--- config.mk ---
export PLATFORM = sky130hd
export DESIGN_NAME = vreg_group_seq
export DESIGN_NICKNAME = d
export VERILOG_FILES = /design/src/rtl/vreg_group_seq.sv
export SDC_FILE = /design/constraint.sdc
export NUM_CORES = 1
export LEC_CHECK = 0
export ABC_CLOCK_PERIOD_IN_PS = 2500
export BUFFER_PORTS_ARGS = -buffer_cell sky130_fd_sc_hd__buf_2
export CAP_MARGIN = 20
export CORE_ASPECT_RATIO = 0.7
export CORE_MARGIN = 5
export CORE_UTILIZATION = 45
export CTS_BUF_LIST = sky130_fd_sc_hd__clkbuf_8
export CTS_CLUSTER_SIZE = 28
export DETAILED_ROUTE_END_ITERATION = 8
export GPL_ROUTABILITY_DRIVEN = 1
export MAX_ROUTING_LAYER = met4
export PLACE_DENSITY = 0.73
export SLEW_MARGIN = 20
export SYNTH_ARGS = -nofsm -noshare
export SYNTH_HDL_FRONTEND = slang
export SYNTH_SLANG_ARGS = --single-unit
--- constraint.sdc ---
create_clock -name clk -period 2.5 [get_ports clk]
set_clock_uncertainty 0.15 [all_clocks]
set_input_delay 0.25 -clock clk [delete_from_list [all_inputs] [get_ports clk]]
set_output_delay 0.25 -clock clk [all_outputs]
set_load 0.01 [all_outputs]
--- src/rtl/vreg_group_seq.sv ---
// Vector register-group address sequencer: turns one instruction's register-group
// request into one architectural address per operand channel per beat.
module vreg_group_seq #(
    parameter int ADDR_WIDTH = 5,
    parameter int NUM_CH     = 3
) (
    input  logic                         clk,
    input  logic                         rst,
    input  logic                         flush,
    input  logic                         req_valid,
    output logic                         req_ready,
    input  logic [2:0]                   req_vlmul,
    input  logic [NUM_CH*ADDR_WIDTH-1:0] req_base,
    input  logic [NUM_CH-1:0]            req_ch_en,
    input  logic [NUM_CH-1:0]            req_wide,
    output logic                         out_valid,
    input  logic                         out_ready,
    output logic [NUM_CH*ADDR_WIDTH-1:0] out_addr,
    output logic [NUM_CH-1:0]            out_ch_en,
    output logic [2:0]                   out_beat,
    output logic                         out_last,
    output logic                         err,
    output logic [1:0]                   err_code
);

    localparam int AW = ADDR_WIDTH;
    localparam int BW = NUM_CH * ADDR_WIDTH;

    typedef enum logic {
        IDLE,
        BUSY
    } state_t;

    // Group size minus one, used both as the alignment mask and the last beat index.
    function automatic logic [3:0] grp_mask(input logic [2:0] vlmul, input logic wide);
        logic [3:0] m;
        case (vlmul)
            3'b000:  m = wide ? 4'd1  : 4'd0;
            3'b001:  m = wide ? 4'd3  : 4'd1;
            3'b010:  m = wide ? 4'd7  : 4'd3;
            3'b011:  m = wide ? 4'd15 : 4'd7;
            default: m = 4'd0;
        endcase
        return m;
    endfunction

    function automatic logic is_aligned(input logic [AW-1:0] base, input logic [3:0] mask);
        return (base & AW'(mask)) == '0;
    endfunction

    // Non-widened channels of a widened instruction advance every other beat.
    function automatic logic [AW-1:0] beat_addr(input logic [AW-1:0] base,
                                                input logic [2:0]    beat,
                                                input logic          ch_wide,
                                                input logic          wflag);
        logic [2:0] off;
        off = (ch_wide || !wflag) ? beat : (beat >> 1);
        return base + AW'(off);
    endfunction

    function automatic logic [BW-1:0] group_addr(input logic [BW-1:0]     base,
                                                 input logic [NUM_CH-1:0] en,
                                                 input logic [NUM_CH-1:0] wide,
                                                 input logic              wflag,
                                                 input logic [2:0]        beat);
        logic [BW-1:0] a;
        a = '0;
        for (int k = 0; k < NUM_CH; k++) begin
            if (en[k]) begin
                a[k*AW +: AW] = beat_addr(base[k*AW +: AW], beat, wide[k], wflag);
            end
        end
        return a;
    endfunction

    state_t              state_q, state_d;
    logic                out_valid_q, out_valid_d;
    logic [BW-1:0]       out_addr_q, out_addr_d;
    logic [NUM_CH-1:0]   out_ch_en_q, out_ch_en_d;
    logic [2:0]          out_beat_q, out_beat_d;
    logic                out_last_q, out_last_d;
    logic                err_q, err_d;
    logic [1:0]          err_code_q, err_code_d;

    logic [BW-1:0]       base_q, base_d;
    logic [NUM_CH-1:0]   wide_q, wide_d;
    logic                wflag_q, wflag_d;
    logic [2:0]          last_q, last_d;

    logic                any_wide;
    logic                misaligned;
    logic                overflow;
    logic [1:0]          chk_code;
    logic [3:0]          req_last;
    logic [2:0]          next_beat;

    assign req_ready = (state_q == IDLE) && !rst;
    assign any_wide  = |(req_ch_en & req_wide);
    assign req_last  = grp_mask(req_vlmul, any_wide);
    assign next_beat = out_beat_q + 3'd1;

    always_comb begin
        misaligned = 1'b0;
        overflow   = 1'b0;
        chk_code   = 2'b00;
        for (int k = 0; k < NUM_CH; k++) begin
            if (req_ch_en[k]) begin
                if (!is_aligned(req_base[k*AW +: AW], grp_mask(req_vlmul, req_wide[k]))) begin
                    misaligned = 1'b1;
                end
                if (req_wide[k] && (req_vlmul == 3'b011)) begin
                    overflow = 1'b1;
                end
            end
        end
        if (req_vlmul == 3'b100) begin
            chk_code = 2'b01;
        end else if (misaligned) begin
            chk_code = 2'b10;
        end else if (overflow) begin
            chk_code = 2'b11;
        end
    end

    always_comb begin
        state_d     = state_q;
        out_valid_d = out_valid_q;
        out_addr_d  = out_addr_q;
        out_ch_en_d = out_ch_en_q;
        out_beat_d  = out_beat_q;
        out_last_d  = out_last_q;
        err_d       = 1'b0;
        err_code_d  = err_code_q;
        base_d      = base_q;
        wide_d      = wide_q;
        wflag_d     = wflag_q;
        last_d      = last_q;

        if (flush) begin
            state_d     = IDLE;
            out_valid_d = 1'b0;
        end else begin
            case (state_q)
                IDLE: begin
                    if (req_valid) begin
                        if (chk_code != 2'b00) begin
                            err_d      = 1'b1;
                            err_code_d = chk_code;
                        end else begin
                            state_d     = BUSY;
                            base_d      = req_base;
                            wide_d      = req_wide;
                            wflag_d     = any_wide;
                            last_d      = req_last[2:0];
                            out_valid_d = 1'b1;
                            out_ch_en_d = req_ch_en;
                            out_beat_d  = 3'd0;
                            out_last_d  = (req_last[2:0] == 3'd0);
                            out_addr_d  = group_addr(req_base, req_ch_en, req_wide, any_wide, 3'd0);
                        end
                    end
                end
                BUSY: begin
                    if (out_ready) begin
                        if (out_last_q) begin
                            state_d     = IDLE;
                            out_valid_d = 1'b0;
                        end else begin
                            out_beat_d = next_beat;
                            out_last_d = (next_beat == last_q);
                            out_addr_d = group_addr(base_q, out_ch_en_q, wide_q, wflag_q, next_beat);
                        end
                    end
                end
                default: begin
                    state_d     = IDLE;
                    out_valid_d = 1'b0;
                end
            endcase
        end
    end

    always_ff @(posedge clk or posedge rst) begin
        if (rst) begin
            state_q     <= IDLE;
            out_valid_q <= 1'b0;
            out_addr_q  <= '0;
            out_ch_en_q <= '0;
            out_beat_q  <= 3'd0;
            out_last_q  <= 1'b0;
            err_q       <= 1'b0;
            err_code_q  <= 2'b00;
        end else begin
            state_q     <= state_d;
            out_valid_q <= out_valid_d;
            out_addr_q  <= out_addr_d;
            out_ch_en_q <= out_ch_en_d;
            out_beat_q  <= out_beat_d;
            out_last_q  <= out_last_d;
            err_q       <= err_d;
            err_code_q  <= err_code_d;
        end
    end

    // Sequence context is only read while BUSY, so it carries no reset.
    always_ff @(posedge clk) begin
        base_q  <= base_d;
        wide_q  <= wide_d;
        wflag_q <= wflag_d;
        last_q  <= last_d;
    end

    assign out_valid = out_valid_q;
    assign out_addr  = out_addr_q;
    assign out_ch_en = out_ch_en_q;
    assign out_beat  = out_beat_q;
    assign out_last  = out_last_q;
    assign err       = err_q;
    assign err_code  = err_code_q;

endmodule

# Word level (Yosys, flattened, before mapping)

Index checks and enable logic that the tools add are counted.

Output and inout port bits: 27
Bits in registers: 49

Muxes and demuxes: 77
Add/subtract/negate cells: 4
Bitwise gates (word level): 7
Reductions and logical operators: 21
Equality and inequality tests: 13

Operators with widths:

| kind                                                 | count |
|---|---|
| two-way mux 15 bit                                   | 4 |
| one-hot mux 4 bit (4 select lines)                   | 3 |
| two-way mux 1 bit                                    | 34 |
| two-way mux 3 bit                                    | 11 |
| two-way mux 5 bit                                    | 6 |
| one-hot mux 15 bit (2 select lines)                  | 1 |
| two-way mux 4 bit                                    | 6 |
| AND reduction 4 bit                                  | 4 |
| adder 5 x 3 -> 5 bit                                 | 3 |
| bitwise AND 5 x 4 -> 5 bit                           | 3 |
| zero test 5 bit                                      | 3 |
| two-way mux 2 bit                                    | 7 |
| one-hot mux 3 bit (4 select lines)                   | 1 |
| inequality test 3 bit (second input constant)        | 3 |
| inequality test 2 bit (second input constant)        | 4 |
| equality test 3 x 2 -> 1 bit (second input constant) | 2 |
| zero test 3 bit                                      | 2 |
| one-hot mux 1 bit (2 select lines)                   | 3 |
| one-hot mux 3 bit (2 select lines)                   | 1 |
| AND reduction 5 bit                                  | 1 |
| logical AND 1 bit                                    | 4 |
| adder 3 x 1 -> 3 bit (second input constant)         | 1 |
| bitwise AND 3 bit                                    | 1 |
| equality test 3 x 1 -> 1 bit (second input constant) | 1 |
| 8 further kinds                                      | 13 |

# Depth between registers and ports, before layout

Gate-level depths: netlist of run 1.

Depth in word-level cells: 18
Depth in mapped cells: 12
Gate-level depth less buffers: 11

# Worst setup path after synthesis of run 1

No wires, ideal clock.

Path kind: register to register
From: register out_beat_q[0] (netlist: out_beat[0])
To: register out_addr_q[9] (netlist: out_addr[9])
Buffers on the path: 1
Cell stages (with the launch flop): 13
Setup slack: -215 ps
Period minus slack after synthesis: 2715 ps
Data arrival time: 2437 ps
Required time: 2222 ps
Setup time: 128 ps
Cells stage by stage: dfrtp_1 > ha_1 > clkbuf_1 > nor2_1 > a21oi_1 > ha_1 > inv_1 > fa_1 > nor2b_1 > o21ai_0 > xor2_1 > o21ai_0 > mux2_1

Word-level cells in the longest chain between the ends: 7

Ends and longest elaborated chain:

| item                                | line | source |
|---|---|---|
| start: declaration                  | 80   | `logic [2:0] out_beat_q, out_beat_d;` |
| start signal: assignment            | 198  | `out_beat_q <= out_beat_d;` |
| adder 3 x 1 -> 3 bit                | 100  | `assign next_beat = out_beat_q + 3'd1;` |
| two-way mux 3 bit                   | 57   | `off = (ch_wide \|\| !wflag) ? beat : (beat >> 1);` |
| adder 5 x 3 -> 5 bit                | 58   | `return base + AW'(off);` |
| two-way mux 5 bit                   | 69   | `if (en[k]) begin` |
| two-way mux 15 bit                  | 165  | `if (out_last_q) begin` |
| two-way mux 15 bit                  | 164  | `if (out_ready) begin` |
| one-hot mux 15 bit (2 select lines) | 143  | `case (state_q)` |
| end signal: assignment              | 196  | `out_addr_q <= out_addr_d;` |
| end: declaration                    | 78   | `logic [BW-1:0] out_addr_q, out_addr_d;` |

No other way between the ends. The select of a mux whose other input is x is not followed.
A chain may end at the register's enable or synchronous reset.

# Worst setup path after layout of run 1

From: register out_beat_q[0] (netlist: out_beat[0])
To: register out_addr_q[4] (netlist: out_addr[4])

The elaborated chain is that of the path after synthesis.

==> results.sh, run 1 <==
export IMPL_coreArea_um2=5840
export IMPL_die_h_um=75.6
export IMPL_io_pins=56
export IMPL_seq_power_share_pct=40.4
export IMPL_slowest_delay_ns=0.43
export IMPL_maxSlewHeadroom_pct=69.9
export IMPL_setup_ws_ns=0.0184
export IMPL_synth_most_common_cell="nand2_1"
export IMPL_detail_route_first_pass_iterations=4
export IMPL_clock_fmax_mhz=403
export IMPL_ys_top_cells_by_count="nand2_1, dfrtp_1, o21ai_0"
export IMPL_fp_dieW_um=104
export IMPL_path_buf_inv=1
export IMPL_ys_warn_count=0
export IMPL_reg2reg_depth=11
export IMPL_crit_chain="ha_4 > nor2_1 > a21oi_1 > ha_2 > inv_2 > fa_2 > nor2b_1 > o21ai_1 > xor2_1 > o21ai_1 > mux2_4"
export IMPL_met2_usage_pct=26.6
export IMPL_cts_buffer_depth=2
export IMPL_post_route_util_pct=59.1
export IMPL_cp_arrival_ns=2.52
export IMPL_holdWs_ns=0.00949
export IMPL_nFillCells=507
export IMPL_fin_crit_ns=2.48
export IMPL_max_vdd_ir_drop_uv=370
export IMPL_dp_hpwl_mm=4.95
export IMPL_die_area_um2=7840
export IMPL_drv_cap=0
export IMPL_critPathKind="register to register"
export IMPL_grt_busiest_layer="met2"
export IMPL_synth_avg_cell_area_um2=10.7
export IMPL_worstHoldPathType="primary input to register"
export IMPL_cts_buffers=5
export IMPL_clock_latency_ns=0.30
export IMPL_dpl_cell_area_um2=3260
export IMPL_power_switching_mw=0.966
export IMPL_syn_cell_area_um2=2770
export IMPL_start_util_pct=47.4
export IMPL_cp_common_cell="o21ai_1"
export IMPL_drt_initial_drc_count=126
export IMPL_rsz0062_at_grt="true"
export IMPL_synthCells=258
export IMPL_multiInputGateArea_um2=1410
export IMPL_gp_congestion=0.886
export IMPL_yosysTopAreaCell="dfrtp_1"
export IMPL_worst_ep_required_time_ns=2.54
export IMPL_p_clk_share_pct=16.7
export IMPL_status="finished, final reports clean"
export IMPL_holdPathStages=1
export IMPL_start_kind="register"
export IMPL_p_total_mw=2.77
export IMPL_finalNetCount=377
export IMPL_p_leak_nw=1.54
export IMPL_final_cells=411
export IMPL_grt_pass1_wl_mm=10.7
export IMPL_r2r_start="out_beat[0]$_DFFE_PP0P_"
export IMPL_worstMarginPinSlew_ns=0.451
export IMPL_endpoint_kind="register"
export IMPL_finalInstanceArea_um2=3450
export IMPL_worstHoldStart="req_base[4]"
export IMPL_place_inst=397
export IMPL_setup_tns_ns=0
export IMPL_intPower_mw=1.80
export IMPL_synthTopCellsByArea="dfrtp_1, edfxtp_1, mux2_4, o21ai_0, ha_1"
export IMPL_synth_net_count=300
export IMPL_synth_seq_area_share_pct=48.3
export IMPL_grt_use_total_pct=17.5
export IMPL_layout_drive_gt1_share_pct=35.1
export IMPL_seqCellArea_um2=1340
export IMPL_cts_tree="built"
export IMPL_syn_to_final_growth_pct=24.8
export IMPL_ant_nets=0
export IMPL_grt_overflow=0
export IMPL_post_place_ws_ns=-0.107
export IMPL_critPathTopFamily="adder cells"
export IMPL_slew_viol_final=0
export IMPL_crit_fanout=7
export IMPL_fp_row_count=23
export IMPL_worst_path_max_delay_cell="dfrtp_2"
export IMPL_pwr_share_comb_pct=42.9
export IMPL_ys_ff_latch=49
export IMPL_num_vias=2164
export IMPL_grt_met1_usage_pct=24.9
export IMPL_power_density_nw_per_um2=801
export IMPL_totalWireLength_mm=6.51
export IMPL_hold_viol_final=0
export IMPL_ys_flop_type="dfrtp_1"
export IMPL_viasPerCell=5.27
export IMPL_grt_max_degree=28
export IMPL_reg2reg_slack_ns=0.02
export IMPL_synth_top_cell_area_share_pct=24.4
export IMPL_io_buffers=55
export IMPL_root_buffer="clkbuf_8"
export IMPL_min_to="base_q[4]$_DFFE_PP_"
export IMPL_p_sw_share_pct=34.9
export IMPL_drcViolationCount=0
export IMPL_cts_clk_slew_worst_paths_ns=0.10
export IMPL_synth_distinct_cells=44
export IMPL_antenna_diode_count=0
export IMPL_clock_sinks=49
export IMPL_htree_levels=2
export IMPL_antenna_found_initial=0
export IMPL_timing_rr_end="out_addr[4]$_DFFE_PP0P_"
export IMPL_use_met3_pct=3.73
export IMPL_synth_edf_count=22
export IMPL_ys_async_sr_fraction_pct=55.1
export IMPL_avgRoutedWirePerCell_um=15.8
export IMPL_final_period_utilization_pct=99.3
export IMPL_setup_violations=0
export IMPL_grt_pass1_vias=2150
## registers in the layout (all words and copies together) (netlist names)
register   flops
err            1
wflag_q        1
base_q        15
state_q        1
out_beat       3
out_valid      1
err_code       2
wide_q         3
out_last       1
out_ch_en      3
out_addr      15
last_q         3
## cells in the final DEF, fill, tap and decap left out, drive strengths merged, types with 2 or more instances in the layout
cell type    instances
a21o                 4
a21oi               20
a22oi                2
a31oi                2
a32o                 3
and2                 2
buf                 74
clkbuf               5
clkinvlp             2
dfrtp               27
dlygate4sd3          3
edfxtp              22
fa                   3
ha                  10
inv                 18
mux2                17
nand2               30
nand2b               5
nand3                5
nand3b               2
nand4b               2
nor2                13
nor2b                8
nor4b                2
o21ai               28
o22ai                2
o31ai                2
xnor2                6
xor2                 7
## per-layer routing
layer | vias to the layer above | part of all wire, %
met3 | 6 | 7.1
met1 | 1008 | 49
met4 | 0 | 0.69
li1 | 1071 | -
met5 | - | 0
met2 | 79 | 43
## cell type report
class | count | area share, %
well taps | 75 | 2.72
clock inverters | 3 | 0.544
inverters | 17 | 1.85
clock buffers | 5 | 1.99
repair buffers | 77 | 13.3
multi-input cells | 185 | 40.8
flip-flops and latches | 49 | 38.7
## cell families after synthesis
family	synth area share, %
AO/OA/AOI/OAI	14.1
adder cells (fa/ha/maj)	6.69
flip-flops	48.3
multiplexers	8.64
XOR/XNOR	4.12
AND/OR/NAND/NOR	14.2
buffers and inverters	3.93
## power by group through the flow
stage / clock [mW] / combinational (mW) / sequential [mW]
after floorplan: 0 / 0.633 / 1.20
after global placement: 0 / 1.06 / 1.13
after detailed placement: 0 / 1.09 / 1.14
after CTS: 0.479 / 1.11 / 1.12
after global routing: 0.505 / 1.31 / 1.14
final: 0.463 / 1.19 / 1.12
## how the worst max path moves through the flow
| stage | cells after the start | end | startpoint | slack, ns |
|---|---|---|---|---|
| after floorplan | 12 | out_addr[9]$_DFFE_PP0P_ | out_beat[0]$_DFFE_PP0P_ | -0.009 |
| after global placement | 11 | out_addr[9]$_DFFE_PP0P_ | out_beat[0]$_DFFE_PP0P_ | -0.03 |
| after detailed placement | 11 | out_addr[4]$_DFFE_PP0P_ | out_beat[0]$_DFFE_PP0P_ | -0.11 |
| after CTS | 11 | out_addr[9]$_DFFE_PP0P_ | out_beat[0]$_DFFE_PP0P_ | -0.0002 |
| after global routing | 11 | out_addr[4]$_DFFE_PP0P_ | out_beat[0]$_DFFE_PP0P_ | -0.09 |
| final | 11 | out_addr[4]$_DFFE_PP0P_ | out_beat[0]$_DFFE_PP0P_ | 0.02 |
## timing repair
item | in CTS | in global routing
cloned | 0 | 0
gates resized for setup | 7 | 13
endpoints found under the hold margin | 29 | 0
hold buffers | 3 | 0
endpoints found under the setup margin | 6 | 6
pin swaps | 1 | 6
buffers inserted | 0 | 3
No activity file was read; power rests on OpenSTA's default activity.
==> run 2, diff against run 1 <==
--- a/config.mk
+++ b/config.mk
@@ -17,6 +17,7 @@
 export GPL_ROUTABILITY_DRIVEN = 1
 export MAX_ROUTING_LAYER = met4
 export PLACE_DENSITY = 0.73
+export SETUP_SLACK_MARGIN = 0.1
 export SLEW_MARGIN = 20
 export SYNTH_ARGS = -nofsm -noshare
 export SYNTH_HDL_FRONTEND = slang
==> results.sh, run 2 (synthesis results as in run 1) <==
export IMPL_rsz0062_at_grt="true"
export IMPL_grt_pass1_wl_mm=11.2
export IMPL_clock_latency_ns=0.30
export IMPL_power_density_nw_per_um2=820
export IMPL_status="finished with violations"
export IMPL_nFillCells=486
export IMPL_reg2reg_depth=12
export IMPL_worstHoldPathType="primary input to register"
export IMPL_reg2reg_slack_ns=-0.06
export IMPL_holdPathStages=1
export IMPL_clock_fmax_mhz=390
export IMPL_start_kind="register"
export IMPL_cp_arrival_ns=2.61
export IMPL_worstMarginPinSlew_ns=0.808
export IMPL_root_buffer="clkbuf_8"
export IMPL_io_buffers=55
export IMPL_pwr_share_comb_pct=45.4
export IMPL_p_leak_nw=1.58
export IMPL_ant_nets=0
export IMPL_place_inst=393
export IMPL_grt_use_total_pct=18.7
export IMPL_mostFrequentLayoutCells="buf_2, nand2_1, dfrtp_1"
export IMPL_drcViolationCount=0
export IMPL_num_vias=2235
export IMPL_startpoint="out_beat[1]$_DFFE_PP0P_"
export IMPL_fp_row_count=23
export IMPL_htree_levels=2
export IMPL_p_sw_share_pct=35.1
export IMPL_seq_power_share_pct=38.9
export IMPL_drv_cap=0
export IMPL_post_place_ws_ns=-0.127
export IMPL_final_cells=416
export IMPL_setup_worst_path_end="out_addr[4]$_DFFE_PP0P_"
export IMPL_r2r_start="out_beat[1]$_DFFE_PP0P_"
export IMPL_detail_route_first_pass_iterations=4
export IMPL_avgRoutedWirePerCell_um=16.7
export IMPL_cts_clk_slew_worst_paths_ns=0.09
export IMPL_clock_sinks=49
export IMPL_cts_buffers=5
export IMPL_layout_drive_gt1_share_pct=37.2
export IMPL_grt_pass1_vias=2267
export IMPL_coreArea_um2=5840
export IMPL_io_pins=56
export IMPL_start_util_pct=47.4
export IMPL_grt_overflow=0
export IMPL_fin_crit_ns=2.56
export IMPL_die_h_um=75.6
export IMPL_fp_dieW_um=104
export IMPL_power_switching_mw=1.02
export IMPL_finalNetCount=382
export IMPL_totalWireLength_mm=6.95
export IMPL_antenna_found_initial=0
export IMPL_cts_buffer_depth=2
export IMPL_drt_initial_drc_count=165
export IMPL_die_area_um2=7840
export IMPL_violations="setup timing"
export IMPL_timing_rr_end="out_addr[4]$_DFFE_PP0P_"
export IMPL_viasPerCell=5.37
export IMPL_final_period_utilization_pct=103
export IMPL_cts_tree="built"
export IMPL_setup_violations=1
export IMPL_critPathKind="register to register"
export IMPL_worst_ep_required_time_ns=2.55
export IMPL_dp_hpwl_mm=5.08
export IMPL_maxSlewHeadroom_pct=46.1
export IMPL_antenna_diode_count=0
export IMPL_syn_to_final_growth_pct=27.5
export IMPL_p_clk_share_pct=15.7
export IMPL_hold_viol_final=0
export IMPL_grt_max_degree=20
export IMPL_slew_viol_final=0
export IMPL_max_vdd_ir_drop_uv=296
export IMPL_gp_congestion=0.848
export IMPL_intPower_mw=1.88
export IMPL_endpoint_kind="register"
export IMPL_layout_commonest_cell="buf_2"
export IMPL_crit_fanout=4
export IMPL_setup_ws_ns=-0.0628
-- run 2: cell types whose count changed in the layout (fill, tap and decap cells not counted), moves of 2 or more --
cell and delta:
a21oi_1 -2, a21oi_2 +2, buf_6 +3, clkinvlp_4 -2, dlygate4sd3_1 +2, nor2_1 -3
nor2_2 +3, o21ai_0 -7, o21ai_1 +7
-- run 2: layout make-up --
class / instances / area, µm² / share of cell area, %
flip-flops and latches: 49 / 1340 / 37.9
clock inverters: 3 / 12.5 / 0.355
repair buffers: 82 / 514 / 14.6
well taps: 75 / 93.8 / 2.66
multi-input cells: 185 / 1440 / 40.7
inverters: 17 / 63.8 / 1.81
clock buffers: 5 / 68.8 / 1.95
-- run 2: routing by layer --
metal / up-vias / GRT usage (%) / wire length, µm
li1: 1076 / - / -
met1: 1080 / 25.4 / 3420
met5: - / - / 0
met4: 0 / 5.32 / 87
met3: 8 / 3.90 / 389
met2: 71 / 28.7 / 3060
-- run 2: timing repair --
item                                   CTS  global route
hold buffers                             4             1
buffers inserted                         7             3
resized for setup                       20            15
endpoints found under the hold margin   21             1
pin swaps                               13            21
setup endpoints to repair                7            11
-- run 2: critical path, stage by stage, from the launching register on --
cell     delay, ns
dfrtp_1       0.42
ha_4          0.31
buf_6         0.11
nor2_2        0.04
a21oi_2       0.12
ha_2          0.20
inv_2         0.04
fa_2          0.35
nor2b_1       0.12
o21ai_1       0.09
xor2_1        0.17
o21ai_1       0.09
mux2_4        0.25
-- run 2: worst min path at each step --
| stage | slack (ns) | from | endpoint |
|---|---|---|---|
| finish | 0.02 | req_base[12] | base_q[12]$_DFFE_PP_ |
| global route | 0.008 | req_base[13] | base_q[13]$_DFFE_PP_ |
| CTS | 0.002 | req_base[3] | base_q[3]$_DFFE_PP_ |
| detailed placement | 0.30 | req_base[14] | base_q[14]$_DFFE_PP_ |
| global placement | 0.30 | req_base[9] | base_q[9]$_DFFE_PP_ |
| floorplan | 0.15 | rst | err$_DFF_PP0_ |
-- run 2: per-stage QoR --
step	TNS [ns]	util (%)	total power [mW]	hold WS [ns]	instance area, µm²
floorplan	-0.00917	-	1.84	0.153	2820
global placement	-0.0335	55.5	2.19	0.300	3240
detailed placement	-0.195	55.5	2.22	0.304	3240
CTS	-0.0476	59.2	2.82	0.00189	3460
global route	-0.698	60.4	3.10	0.00757	3530
finish	-0.0628	60.4	2.89	0.0157	3530
-- run 2: power by group through the flow --
stage | logic, mW | registers, mW | clock network, mW
finish | 1.31 | 1.13 | 0.453
global route | 1.45 | 1.16 | 0.500
CTS | 1.23 | 1.13 | 0.464
detailed placement | 1.08 | 1.14 | 0
global placement | 1.05 | 1.13 | 0
floorplan | 0.642 | 1.20 | 0
==> run 3, diff against run 2 <==
--- a/config.mk
+++ b/config.mk
@@ -12,12 +12,12 @@
 export CORE_MARGIN = 5
 export CORE_UTILIZATION = 45
 export CTS_BUF_LIST = sky130_fd_sc_hd__clkbuf_8
+export CTS_CLUSTER_DIAMETER = 200
 export CTS_CLUSTER_SIZE = 28
 export DETAILED_ROUTE_END_ITERATION = 8
 export GPL_ROUTABILITY_DRIVEN = 1
-export MAX_ROUTING_LAYER = met4
 export PLACE_DENSITY = 0.73
-export SETUP_SLACK_MARGIN = 0.1
+export SETUP_SLACK_MARGIN = 0.3
 export SLEW_MARGIN = 20
 export SYNTH_ARGS = -nofsm -noshare
 export SYNTH_HDL_FRONTEND = slang
==> results.sh, run 3 (synthesis results as in run 1) <==
export IMPL_max_vdd_ir_drop_uv=365
export IMPL_drt_initial_drc_count=160
export IMPL_clock_fmax_mhz=405
export IMPL_mostFrequentLayoutCells="buf_2, nand2_1, dfrtp_1"
export IMPL_hold_viol_final=0
export IMPL_use_met3_pct=5.50
export IMPL_avgRoutedWirePerCell_um=16.5
export IMPL_cts_buffer_depth=2
export IMPL_io_buffers=55
export IMPL_detail_route_first_pass_iterations=4
export IMPL_place_inst=392
export IMPL_cts_tree="built"
export IMPL_syn_to_final_growth_pct=28.1
export IMPL_grt_use_total_pct=17.8
export IMPL_coreArea_um2=5840
export IMPL_clock_sinks=49
export IMPL_slowest_delay_ns=0.43
export IMPL_antenna_found_initial=0
export IMPL_p_total_mw=2.94
export IMPL_gp_congestion=0.806
export IMPL_met2_usage_pct=28.5
export IMPL_root_buffer="clkbuf_8"
export IMPL_power_density_nw_per_um2=829
export IMPL_reg2reg_slack_ns=0.03
export IMPL_start_util_pct=47.4
export IMPL_final_cells=414
export IMPL_p_leak_nw=1.58
export IMPL_grt_busiest_layer="met2"
export IMPL_nFillCells=513
export IMPL_status="finished, final reports clean"
export IMPL_setup_violations=0
export IMPL_grt_pass1_wl_mm=11.1
export IMPL_path_buf_inv=1
export IMPL_totalWireLength_mm=6.85
export IMPL_grt_pass1_vias=2294
export IMPL_drv_cap=0
export IMPL_fp_row_count=23
export IMPL_fin_crit_ns=2.47
export IMPL_cp_arrival_ns=2.51
export IMPL_grt_overflow=0
export IMPL_cp_depth=11
export IMPL_crit_fanout=7
export IMPL_worst_ep_required_time_ns=2.55
export IMPL_fp_dieW_um=104
export IMPL_worstMarginPinSlew_ns=0.467
export IMPL_die_h_um=75.6
export IMPL_critPathTopFamily="adder cells"
export IMPL_holdPathStages=2
export IMPL_critPathKind="register to register"
export IMPL_htree_levels=2
export IMPL_rsz0062_at_grt="true"
export IMPL_final_period_utilization_pct=98.7
export IMPL_io_pins=56
export IMPL_drcViolationCount=0
export IMPL_maxSlewHeadroom_pct=68.4
export IMPL_worstHoldPathType="primary input to register"
export IMPL_worst_path_max_delay_cell="dfrtp_2"
export IMPL_viasPerCell=5.35
export IMPL_grt_met1_usage_pct=25.0
export IMPL_layout_drive_gt1_share_pct=36.3
export IMPL_start_kind="register"
export IMPL_die_area_um2=7840
export IMPL_num_vias=2215
export IMPL_slew_viol_final=0
export IMPL_antenna_diode_count=0
export IMPL_layout_commonest_cell="buf_2"
export IMPL_grt_max_degree=28
export IMPL_finalNetCount=380
export IMPL_dp_hpwl_mm=5.10
export IMPL_cp_common_cell="o21ai_1"
export IMPL_crit_chain="ha_4 > nor2_1 > a21oi_1 > ha_2 > inv_2 > fa_2 > nor2b_1 > o21ai_1 > xor2_1 > o21ai_1 > mux2_4"
export IMPL_cts_clk_slew_worst_paths_ns=0.09
export IMPL_endpoint_kind="register"
export IMPL_clock_latency_ns=0.30
export IMPL_ant_nets=0
export IMPL_cts_buffers=5
export IMPL_reg2reg_depth=11
## run 3: cell count changes in the layout (fill, tap and decap cells not counted), moves of 2 or more
| cell | previous run | this run |
|---|---|---|
| a21oi_1 | 14 | 16 |
| mux2_1 | 4 | 2 |
| a21oi_2 | 6 | 4 |
| buf_4 | 18 | 15 |
| o21ai_2 | 2 | 4 |
| mux2_4 | 11 | 13 |
| dlygate4sd3_1 | 5 | 7 |
| dfrtp_1 | 26 | 24 |
| dfrtp_2 | 1 | 3 |
| nor2_1 | 9 | 11 |
| nor2_2 | 4 | 2 |
## run 3: path summary, 6_finish.rpt
| kind | from | end |
|---|---|---|
| setup / recovery | out_beat[0]$_DFFE_PP0P_ | out_addr[4]$_DFFE_PP0P_ |
| hold / removal | flush | state_q$_DFF_PP0_ |
| setup reg to reg | out_beat[0]$_DFFE_PP0P_ | out_addr[4]$_DFFE_PP0P_ |
| hold reg to reg | out_addr[10]$_DFFE_PP0P_ | out_addr[10]$_DFFE_PP0P_ |
| max in group asynchronous | rst | out_beat[1]$_DFFE_PP0P_ |
| min in group asynchronous | rst | out_addr[13]$_DFFE_PP0P_ |
## run 3: worst reg2reg max path: cells and delay by family (launching register included)
kind | cells | cell delay [ns]
AOI/OAI and AO/OA | 3 | 0.31
xor gates and xnor gates | 1 | 0.15
adders and majority gates | 3 | 0.87
buffers and inverters | 1 | 0.04
DFF | 1 | 0.43
muxes | 1 | 0.25
and+or+nand+nor | 2 | 0.17
## run 3: final cells by class
class,count,area [µm²],share of cell area (%)
clock buffer,5,68.8,1.94
clock inverter,3,37.5,1.06
inverter,17,63.8,1.80
multi-input combinational,185,1440,40.6
sequential,49,1340,37.8
tap,75,93.8,2.65
timing repair buffer,80,500,14.1
## run 3: report_power, final
group | total, mW | internal (mW) | switching, mW
combinational | 1.25 | 0.638 | 0.615
clock | 0.560 | 0.292 | 0.268
sequential | 1.12 | 1.01 | 0.117
## run 3: timing repair
action / CTS / global route
endpoints found under the hold margin: 31 / 2
endpoints found under the setup margin: 12 / 15
gates cloned: 0 / 0
pin swaps: 10 / 8
resized for setup: 10 / 12
setup buffers: 5 / 2
hold buffers: 5 / 2
## run 3: metal layers
metal	part of all wire (%)	wire length, µm
met1	49	3370
met2	43	2920
met3	7.9	543
met4	0.25	17
met5	0	0
## run 3: through the flow
step	setup TNS (ns)	hold WS [ns]	instance area (µm²)	util, %	setup WS (ns)
global route	-0.261	0.00802	3540	60.7	-0.0970
CTS	-0.00877	0.000493	3470	59.4	-0.00877
global placement	0	0.198	3250	55.6	0.0295
detailed placement	-0.0332	0.211	3250	55.6	-0.0165
floorplan	-0.00657	0.153	2840	-	-0.00657
finish	0	0.0223	3540	60.7	0.0317
